--- src/rtl/decade_2421_stopwatch_ctrl_if.sv ---
// Button inputs and display-side outputs of the 2421 stopwatch controller.
interface decade_2421_stopwatch_ctrl_if #(
  parameter int DIGITS = 4
);
  logic                  start_stop;
  logic                  clear;
  logic                  lap;
  logic [4*DIGITS-1:0]   out;
  logic [4*DIGITS-1:0]   lap_out;
  logic                  running;
  logic                  tick;
  logic                  overflow;

  // Button/debounce side drives the inputs.
  modport master (
    output start_stop, clear, lap,
    input  out, lap_out, running, tick, overflow
  );

  // Controller side.
  modport slave (
    input  start_stop, clear, lap,
    output out, lap_out, running, tick, overflow
  );
endinterface

--- src/rtl/decade_2421_stopwatch_ctrl.sv ---
// Multi-digit 2421 stopwatch sequencer: run/pause/idle FSM, prescaler,
// single-cycle carry across digits, lap capture and sticky overflow.
//
// state | meaning
// IDLE  | stopped and zeroed, prescaler held at 0
// RUN   | prescaler counting, count advances on each tick
// PAUSE | count and prescaler frozen, clear returns to IDLE
module decade_2421_stopwatch_ctrl #(
  parameter int DIGITS   = 4,
  parameter int PRESCALE = 10
) (
  input  logic                               clk,
  input  logic                               rst,
  decade_2421_stopwatch_ctrl_if.slave        bus
);

  localparam int PW = (PRESCALE > 1) ? $clog2(PRESCALE) : 1;
  localparam int CW = 4 * DIGITS;

  typedef enum logic [1:0] {
    IDLE  = 2'd0,
    RUN   = 2'd1,
    PAUSE = 2'd2
  } state_t;

  state_t          state_q, state_d;
  logic            ss_prev_q, clr_prev_q, lap_prev_q;
  logic [PW-1:0]   presc_q, presc_d;
  logic [CW-1:0]   count_q, count_d;
  logic [CW-1:0]   lap_q, lap_d;
  logic            ovf_q, ovf_d;

  logic            ss_edge, clr_edge, lap_edge;
  logic            tick;
  logic [DIGITS:0] step_en;
  logic [CW-1:0]   count_step;

  // 2421 successor; invalid codes collapse to zero.
  function automatic logic [3:0] step_2421(input logic [3:0] d);
    logic [3:0] n;
    case (d)
      4'b0000: n = 4'b0001;
      4'b0001: n = 4'b0010;
      4'b0010: n = 4'b0011;
      4'b0011: n = 4'b0100;
      4'b0100: n = 4'b1011;
      4'b1011: n = 4'b1100;
      4'b1100: n = 4'b1101;
      4'b1101: n = 4'b1110;
      4'b1110: n = 4'b1111;
      default: n = 4'b0000;
    endcase
    return n;
  endfunction

  assign ss_edge  = bus.start_stop & ~ss_prev_q;
  assign clr_edge = bus.clear      & ~clr_prev_q;
  assign lap_edge = bus.lap        & ~lap_prev_q;

  // State register.
  always_ff @(posedge clk) begin
    if (!rst) state_q <= IDLE;
    else      state_q <= state_d;
  end

  // Next-state logic; clear beats start_stop in PAUSE.
  always_comb begin
    state_d = state_q;
    case (state_q)
      IDLE:    if (ss_edge) state_d = RUN;
      RUN:     if (ss_edge) state_d = PAUSE;
      PAUSE: begin
        if (clr_edge)     state_d = IDLE;
        else if (ss_edge) state_d = RUN;
      end
      default: state_d = IDLE;
    endcase
  end

  // FSM outputs, decoded from registered state only.
  always_comb begin
    bus.running = (state_q == RUN);
    tick        = (state_q == RUN) && (presc_q == PW'(PRESCALE - 1));
    bus.tick    = tick;
  end

  // Carry enables resolved combinationally across all digits.
  always_comb begin
    step_en    = '0;
    count_step = count_q;
    step_en[0] = tick;
    for (int i = 0; i < DIGITS; i++) begin
      step_en[i+1] = step_en[i] & (count_q[4*i +: 4] == 4'b1111);
      if (step_en[i]) count_step[4*i +: 4] = step_2421(count_q[4*i +: 4]);
    end
  end

  // Datapath next values for prescaler, count, lap register and overflow.
  always_comb begin
    presc_d = presc_q;
    count_d = count_q;
    lap_d   = lap_q;
    ovf_d   = ovf_q;
    case (state_q)
      IDLE: begin
        presc_d = '0;
        if (clr_edge) begin
          count_d = '0;
          ovf_d   = 1'b0;
        end
      end
      RUN: begin
        if (lap_edge) lap_d = count_q;
        if (tick) begin
          presc_d = '0;
          count_d = count_step;
          if (step_en[DIGITS]) ovf_d = 1'b1;
        end else begin
          presc_d = presc_q + PW'(1);
        end
      end
      PAUSE: begin
        if (clr_edge) begin
          presc_d = '0;
          count_d = '0;
          lap_d   = '0;
          ovf_d   = 1'b0;
        end
      end
      default: presc_d = '0;
    endcase
  end

  // Datapath and edge-detect registers.
  always_ff @(posedge clk) begin
    if (!rst) begin
      ss_prev_q  <= 1'b0;
      clr_prev_q <= 1'b0;
      lap_prev_q <= 1'b0;
      presc_q    <= '0;
      count_q    <= '0;
      lap_q      <= '0;
      ovf_q      <= 1'b0;
    end else begin
      ss_prev_q  <= bus.start_stop;
      clr_prev_q <= bus.clear;
      lap_prev_q <= bus.lap;
      presc_q    <= presc_d;
      count_q    <= count_d;
      lap_q      <= lap_d;
      ovf_q      <= ovf_d;
    end
  end

  assign bus.out      = count_q;
  assign bus.lap_out  = lap_q;
  assign bus.overflow = ovf_q;

endmodule

--- src/flat_wrapper.sv ---
// flat-port wrapper written by rule: the top's interface ports become plain ports
module decade_2421_stopwatch_ctrl_flat 
#(
  parameter int DIGITS   = 4,
  parameter int PRESCALE = 10
)
  (clk, rst, bus_start_stop, bus_clear, bus_lap, bus_out, bus_lap_out, bus_running, bus_tick, bus_overflow);
  decade_2421_stopwatch_ctrl_if #(.DIGITS(DIGITS)) bus_i ();
  input  logic clk;
  input  logic rst;
  input wire logic [$bits(bus_i.start_stop)-1:0] bus_start_stop;
  input wire logic [$bits(bus_i.clear)-1:0] bus_clear;
  input wire logic [$bits(bus_i.lap)-1:0] bus_lap;
  output wire logic [$bits(bus_i.out)-1:0] bus_out;
  output wire logic [$bits(bus_i.lap_out)-1:0] bus_lap_out;
  output wire logic [$bits(bus_i.running)-1:0] bus_running;
  output wire logic [$bits(bus_i.tick)-1:0] bus_tick;
  output wire logic [$bits(bus_i.overflow)-1:0] bus_overflow;
  assign bus_i.start_stop = bus_start_stop;
  assign bus_i.clear = bus_clear;
  assign bus_i.lap = bus_lap;
  assign bus_out = bus_i.out;
  assign bus_lap_out = bus_i.lap_out;
  assign bus_running = bus_i.running;
  assign bus_tick = bus_i.tick;
  assign bus_overflow = bus_i.overflow;
  decade_2421_stopwatch_ctrl #(.DIGITS(DIGITS), .PRESCALE(PRESCALE)) u_core (.clk(clk), .rst(rst), .bus(bus_i));
endmodule
--- config.mk ---
export PLATFORM = sky130hd
export DESIGN_NAME = decade_2421_stopwatch_ctrl_flat
export DESIGN_NICKNAME = d
export VERILOG_FILES = /design/src/rtl/decade_2421_stopwatch_ctrl_if.sv /design/src/rtl/decade_2421_stopwatch_ctrl.sv /design/src/flat_wrapper.sv
export SDC_FILE = /design/constraint.sdc
export NUM_CORES = 1
export LEC_CHECK = 0
export ABC_AREA = 1
export CORE_ASPECT_RATIO = 2
export CORE_MARGIN = 2
export CORE_UTILIZATION = 45
export CTS_BUF_LIST = sky130_fd_sc_hd__clkbuf_4 sky130_fd_sc_hd__clkbuf_8
export DETAILED_ROUTE_END_ITERATION = 16
export HOLD_SLACK_MARGIN = 0.12
export PLACE_DENSITY = 0.69
export SLEW_MARGIN = 20
export SYNTH_ARGS = -nofsm -noshare
export SYNTH_HDL_FRONTEND = slang
export SYNTH_SLANG_ARGS = --single-unit
--- constraint.sdc ---
create_clock -name clk -period 2.15 [get_ports clk]
set_clock_uncertainty 0.1 [all_clocks]
set_input_delay 0.3225 -clock clk [delete_from_list [all_inputs] [get_ports clk]]
set_output_delay 0.3225 -clock clk [all_outputs]
set_load 0.01 [all_outputs]
# [Yosys cells after proc, flatten, opt, wreduce, memory -nomap -nowiden]
# Memory sizes are Yosys's and may differ from the RTL's. A register that Yosys moved wholly into a read port is not among the register bits.
# Index checks and enable logic that the tools add are counted.
[word_totals] inputBits=5 memories=4 elab_cells=80 romBits=256 reg_bits=42
[op_classes] eq_ne=16 add_sub_neg=1 n_reduce_logical=11 n_mux=27 n_bitwise=10
[mem_list] memory="(name not given)" depth=16 width=4 rd=1 rd_clocked_by_memory_dff=1 wr=0 line_no="decade_2421_stopwatch_ctrl.sv:41" source="case (d)"
[mem_list] memory="(name not given)" depth=16 width=4 rd=1 rd_clocked_by_memory_dff=1 wr=0 line_no="decade_2421_stopwatch_ctrl.sv:41"
[mem_list] memory="(name not given)" depth=16 width=4 rd=1 rd_clocked_by_memory_dff=1 wr=0 line_no="decade_2421_stopwatch_ctrl.sv:41"
[mem_list] memory="(name not given)" depth=16 width=4 rd=1 rd_clocked_by_memory_dff=1 wr=0 line_no="decade_2421_stopwatch_ctrl.sv:41"
[op_table] cell="$pmux 16 s2" count=2
[op_table] cell="$mux 4" count=13
[op_table] cell="$mux 16" count=3
[op_table] cell="$eq 4x4->1 const B" count=5
[op_table] cell="$ne 2x1->1 const B" count=9
[op_table] cell="$reduce_and 4->1" count=4
[op_table] cell="$pmux 4 s2" count=1
[op_table] cell="$and 1x1->1" count=7
[op_table] cell="$mux 2" count=3
[op_table] cell="$pmux 2 s3" count=1
[op_table] cell="$reduce_and 3->1" count=2
[op_table] cell="$add 4x1->4 const B" count=1
[op_table] cell="$reduce_bool 2->1" count=2
[op_table] cell="$mux 1" count=3
[op_table] cell="$not 1->1" count=3
[op_table] cell="$eq 2x1->1 const B" count=1
[op_table] cell="$eq 2x2->1 const B" count=1
[op_table] cell="$logic_not 2->1" count=1
[op_table] cell="$pmux 1 s2" count=1
[op_table] cell="$reduce_or 2->1" count=1
[op_table] cell="$logic_and 1x1->1" count=1

# [Logic depth before layout (Yosys ltp)]
[depth] depth_word=10 ltp_mapped=16 mapped_depth_nobuf=16

# [Least setup slack after synthesis]
# OpenSTA, ideal clock, no wires.
[synth_path] path_kind="reg-to-reg" from="reg u_core.presc_q[0]" to="reg, netlist name u_core.count_step[12]" path_slack_ns=-0.021 arrival_time_ns=1.959 path_stages_with_launch=16 setup_time_ns=0.112 required_ns=1.938 path_cell_list="dfxtp_1 ha_1 nand3_1 nor2_8 nand3_2 nand2_4 nand2_4 inv_2 nor2_1 a211oi_2 inv_1 ha_1 nand4_1 nand2_1 nand2_1 nand2_1"
[synth_lines] item="start: declaration" line_no="decade_2421_stopwatch_ctrl.sv:28" source="logic [PW-1:0] presc_q, presc_d;"
[synth_lines] item="start signal: assignment" line_no="decade_2421_stopwatch_ctrl.sv:148" source="presc_q <= presc_d;"

==> run_results.csv <==
group,metric,value,unit
outcome,status,"finished, final reports clean",
min_path,hold_depth,2,
timing,slew_headroom,73.9,%
drt,vias,2669,
drt,wl_per_cell,13.0,µm
floorplan,start_util,46.2,%
cts,cts_htree_levels,3,
timing,fin_crit_sh,99.8,%
finish,area_delta_synth_final,40.7,%
global_route,track_usage,22.5,%
cts,clkLatencyLatePin,0.34,ns
finish,finalNonFillerCells,531,
drt,drtIter0Drc,77,
yosys,synth-async-reset-ratio,0,%
pwr,peakVddDrop,0.477,mV
setup_path,arrival,2.29,ns
run,drv_cap,0,
setup_path,crit_path_start_kind,"flop",
finish,drive_gt1_share,24.4,%
placed_design,numPortBuffers,39,
yosys,synthMostInstantiatedCell,"inv_1",
cts,cts-root-buf,"clkbuf_8",
setup_path,reg2reg_depth,16,
setup_path,path_class,"flop to flop",
timing,period_needed,2.15,ns
setup_path,endpoint_kind,"flop",
cts,cts_buffers,9,
floorplan,dieArea,0.00679,mm²
drt,dr.pass1.iters,4,
setup_path,cpMostUsedCell,"nand2_1",
yosys,ys_warn_count,0,
min_path,hp-start,"u_core.bus.overflow",
yosys,yosys.cell_types.count,28,
setup_path,crit_slowest_cell,"dfxtp_2",
drt,vias_per_cell,5.03,
yosys,syn_area,0.00275,mm²
setup_path,worstPathCellList,"inv_2 > ha_4 > nand3_4 > nor2_8 > nand3_4 > nand2_4 > nand2_4 > inv_4 > nor2_4 > a211oi_4 > inv_1 > ha_2 > nand4_1 > nand2_1 > nand2_1 > nand2_1",
global_route,grt_pass1_vias,2528,
timing,slew_viol_final,0,
finish,final_util,65.0,%
drt,detail-route-antenna-nets,0,
global_route,grtUsageMet1,23.8,%
cts,cts_buffer_depth,2,
setup_path,path_max_fanout,4,
drt,drc_errors,0,
yosys,synthFlopType,"dfxtp_1",
setup_path,cp_num_buf_inv,3,
floorplan,num_rows,40,
pwr,powerDensity,645,mW/mm²
timing,fmax,466,MHz
global_route,gr-total-overflow,0,
global_route,met2_usage,38.9,%
timing,rsz0062_at_grt,"yes",
setup_path,required,2.29,ns
drt,wl,6930,µm
global_route,grt_first_pass_wirelength,11400,µm
setup_path,cpLargestDelayFamily,"simple AND/OR/NAND/NOR gates",
yosys,synthTopCellsByArea,"dfxtp_1 (42%), inv_1 (11%), nand2_1 (11%)",
timing,worst_pin_slew,0.391,ns
global_route,grt_max_degree,20,
finish,num_antenna_cells,0,
setup_path,r2r_slack,0.003,ns
yosys,ys_ff_latch,58,
cts,clk_pin_slew,0.06,ns
yosys,netlist.area_leader.share,42.2,%
yosys,synth_common_cells,"inv_1 (83), nand2_1 (80), dfxtp_1 (58)",
setup_path,critPathMaxStageDelay,0.33,ns
min_path,hold_path.class,"flop to flop",
placed_design,place_inst,511,
timing,finalSetupViolCount,0,
setup_path,r2r-end,"u_core.count_step[13]",
cts,clkSinkCount,58,
yosys,yosysTopAreaCell,"dfxtp_1",
floorplan,dieWidth,59.3,µm
global_route,antenna_found_initial,0,
yosys,synth_edf_count,0,
global_route,use_met3,4.41,%
floorplan,fp.dieH,115,µm
yosys,synth-seq-area-share,42.2,%
placed_design,place.gp.congestion,0.857,
finish,nNetsFinal,485,
yosys,syn_avg_cell_area,7.26,µm²
min_path,min_to,"u_core.bus.overflow",
cts,cts_tree,"done",
timing,hold_viol,0,
yosys,synth_nets,398,
pwr,leakagePower,1.79,nW
yosys,netlist_instances,379,
placed_design,dp_hpwl,5040,µm
setup_path,timing.rr.start,"u_core.presc_q[1]",
global_route,gr-max-usage-layer,"met2",
floorplan,core-area,0.00596,mm²
cts,holdBufCountCts,0,
floorplan,io-pin-count,40,
[layer usage]
layer,vias up,wire [µm]
met5,-,0
met4,0,261
li1,1337,-
met2,82,3760
met3,19,319
met1,1231,2590
[cells in the final DEF, fill, tap and decap left out]
cell              n
nand2_1          76
nand3_4           4
inv_1            78
clkdlybuf4s50_1  38
ha_2              3
buf_12            1
o22ai_1          18
dlygate4sd2_1     1
a21oi_4           2
ha_1              8
inv_4             1
nor2_8            1
clkbuf_8         11
nor2_4            1
o211ai_1          1
nor2_2            4
nor4_1            1
nand2_2           8
xor2_1            2
nand3_2           8
o21ai_1           3
dfxtp_2           2
nand4_1           4
ha_4              3
o21ai_0           5
inv_2            12
a21oi_1           4
buf_6             1
nor2_1           31
a211oi_4          1
a31oi_1           1
nand3_1          23
clkbuf_4          2
dfxtp_1          56
o21ai_2           1
buf_4            43
nand2_4           4
a211oi_1          3
nand3b_2          1
and2_1            1
[report_power, final]
group          leakage [nW]  total, mW  switching (mW)  internal, mW
sequential            0.474       1.17          0.0334          1.13
combinational          1.22      0.443           0.252         0.191
clock                0.0883      0.886           0.399         0.488
[cell families after synthesis]
group	synth area share, %
compound gates	8.73
xor+xnor	0.637
fa+ha+maj	6.37
buf+inv	13.6
flops	42.2
simple gates	28.4
[metrics by stage]
stage / cell area (µm²) / hold slack, ns / worst slack (ns) / TNS (ns) / total power, mW
6_report: 3870 / 0.360 / 0.00329 / 0 / 2.50
5_1_grt: 3870 / 0.390 / -0.149 / -0.677 / 2.61
4_1_cts: 3690 / 0.360 / 0.00871 / 0 / 2.48
3_5_place_dp: 3490 / 0.351 / -0.332 / -3.93 / 1.58
3_3_place_gp: 3490 / 0.349 / -0.284 / -3.33 / 1.57
2_1_floorplan: 2760 / 0.316 / 0.0383 / 0 / 1.40
[flip-flops by register name (all words and copies together), names as in the netlist]
register and cells:
u_core.ss_prev_q 1, u_core.bus.lap_out 16, u_core.count_step 16, u_core.state_q 2, u_core.lap_prev_q 1, u_core.bus.out 16, u_core.clr_prev_q 1, u_core.presc_q 4
u_core.bus.overflow 1
[worst register-to-register path: stages (launching register included)]
cell and delay (ns):
dfxtp_2 0.33, inv_2 0.07, ha_4 0.14, nand3_4 0.09, nor2_8 0.14, nand3_4 0.07
nand2_4 0.11, nand2_4 0.07, inv_4 0.06, nor2_4 0.04, a211oi_4 0.29, inv_1 0.10
ha_2 0.20, nand4_1 0.08, nand2_1 0.07, nand2_1 0.06, nand2_1 0.05
[worst max path at each step]
stage / from / cells past startpoint / slack [ns] / to
after floorplan: u_core.presc_q[0] / 15 / 0.04 / u_core.count_step[12]
after global placement: bus_clear / 13 / -0.28 / u_core.count_step[8]
after detailed placement: bus_clear / 13 / -0.33 / u_core.count_step[9]
after CTS: u_core.presc_q[1] / 16 / 0.009 / u_core.count_step[13]
after global routing: u_core.presc_q[1] / 16 / -0.15 / u_core.count_step[12]
final: u_core.presc_q[1] / 16 / 0.003 / u_core.count_step[13]
[final cells by class]
class | count | area (µm²)
tap | 63 | 78.8
inverter | 91 | 344
clock buffer | 13 | 166
sequential | 58 | 1160
fill | 519 | 2080
timing repair buffer | 84 | 743
multi-input combinational | 222 | 1380
[timing repair]
item | 4_1_cts | 5_1_grt
pin swaps | 3 | 13
endpoints found under the setup margin | 9 | 15
buffers inserted | 1 | 6
gates resized for setup | 7 | 33
No activity file was read; power rests on OpenSTA's default activity.
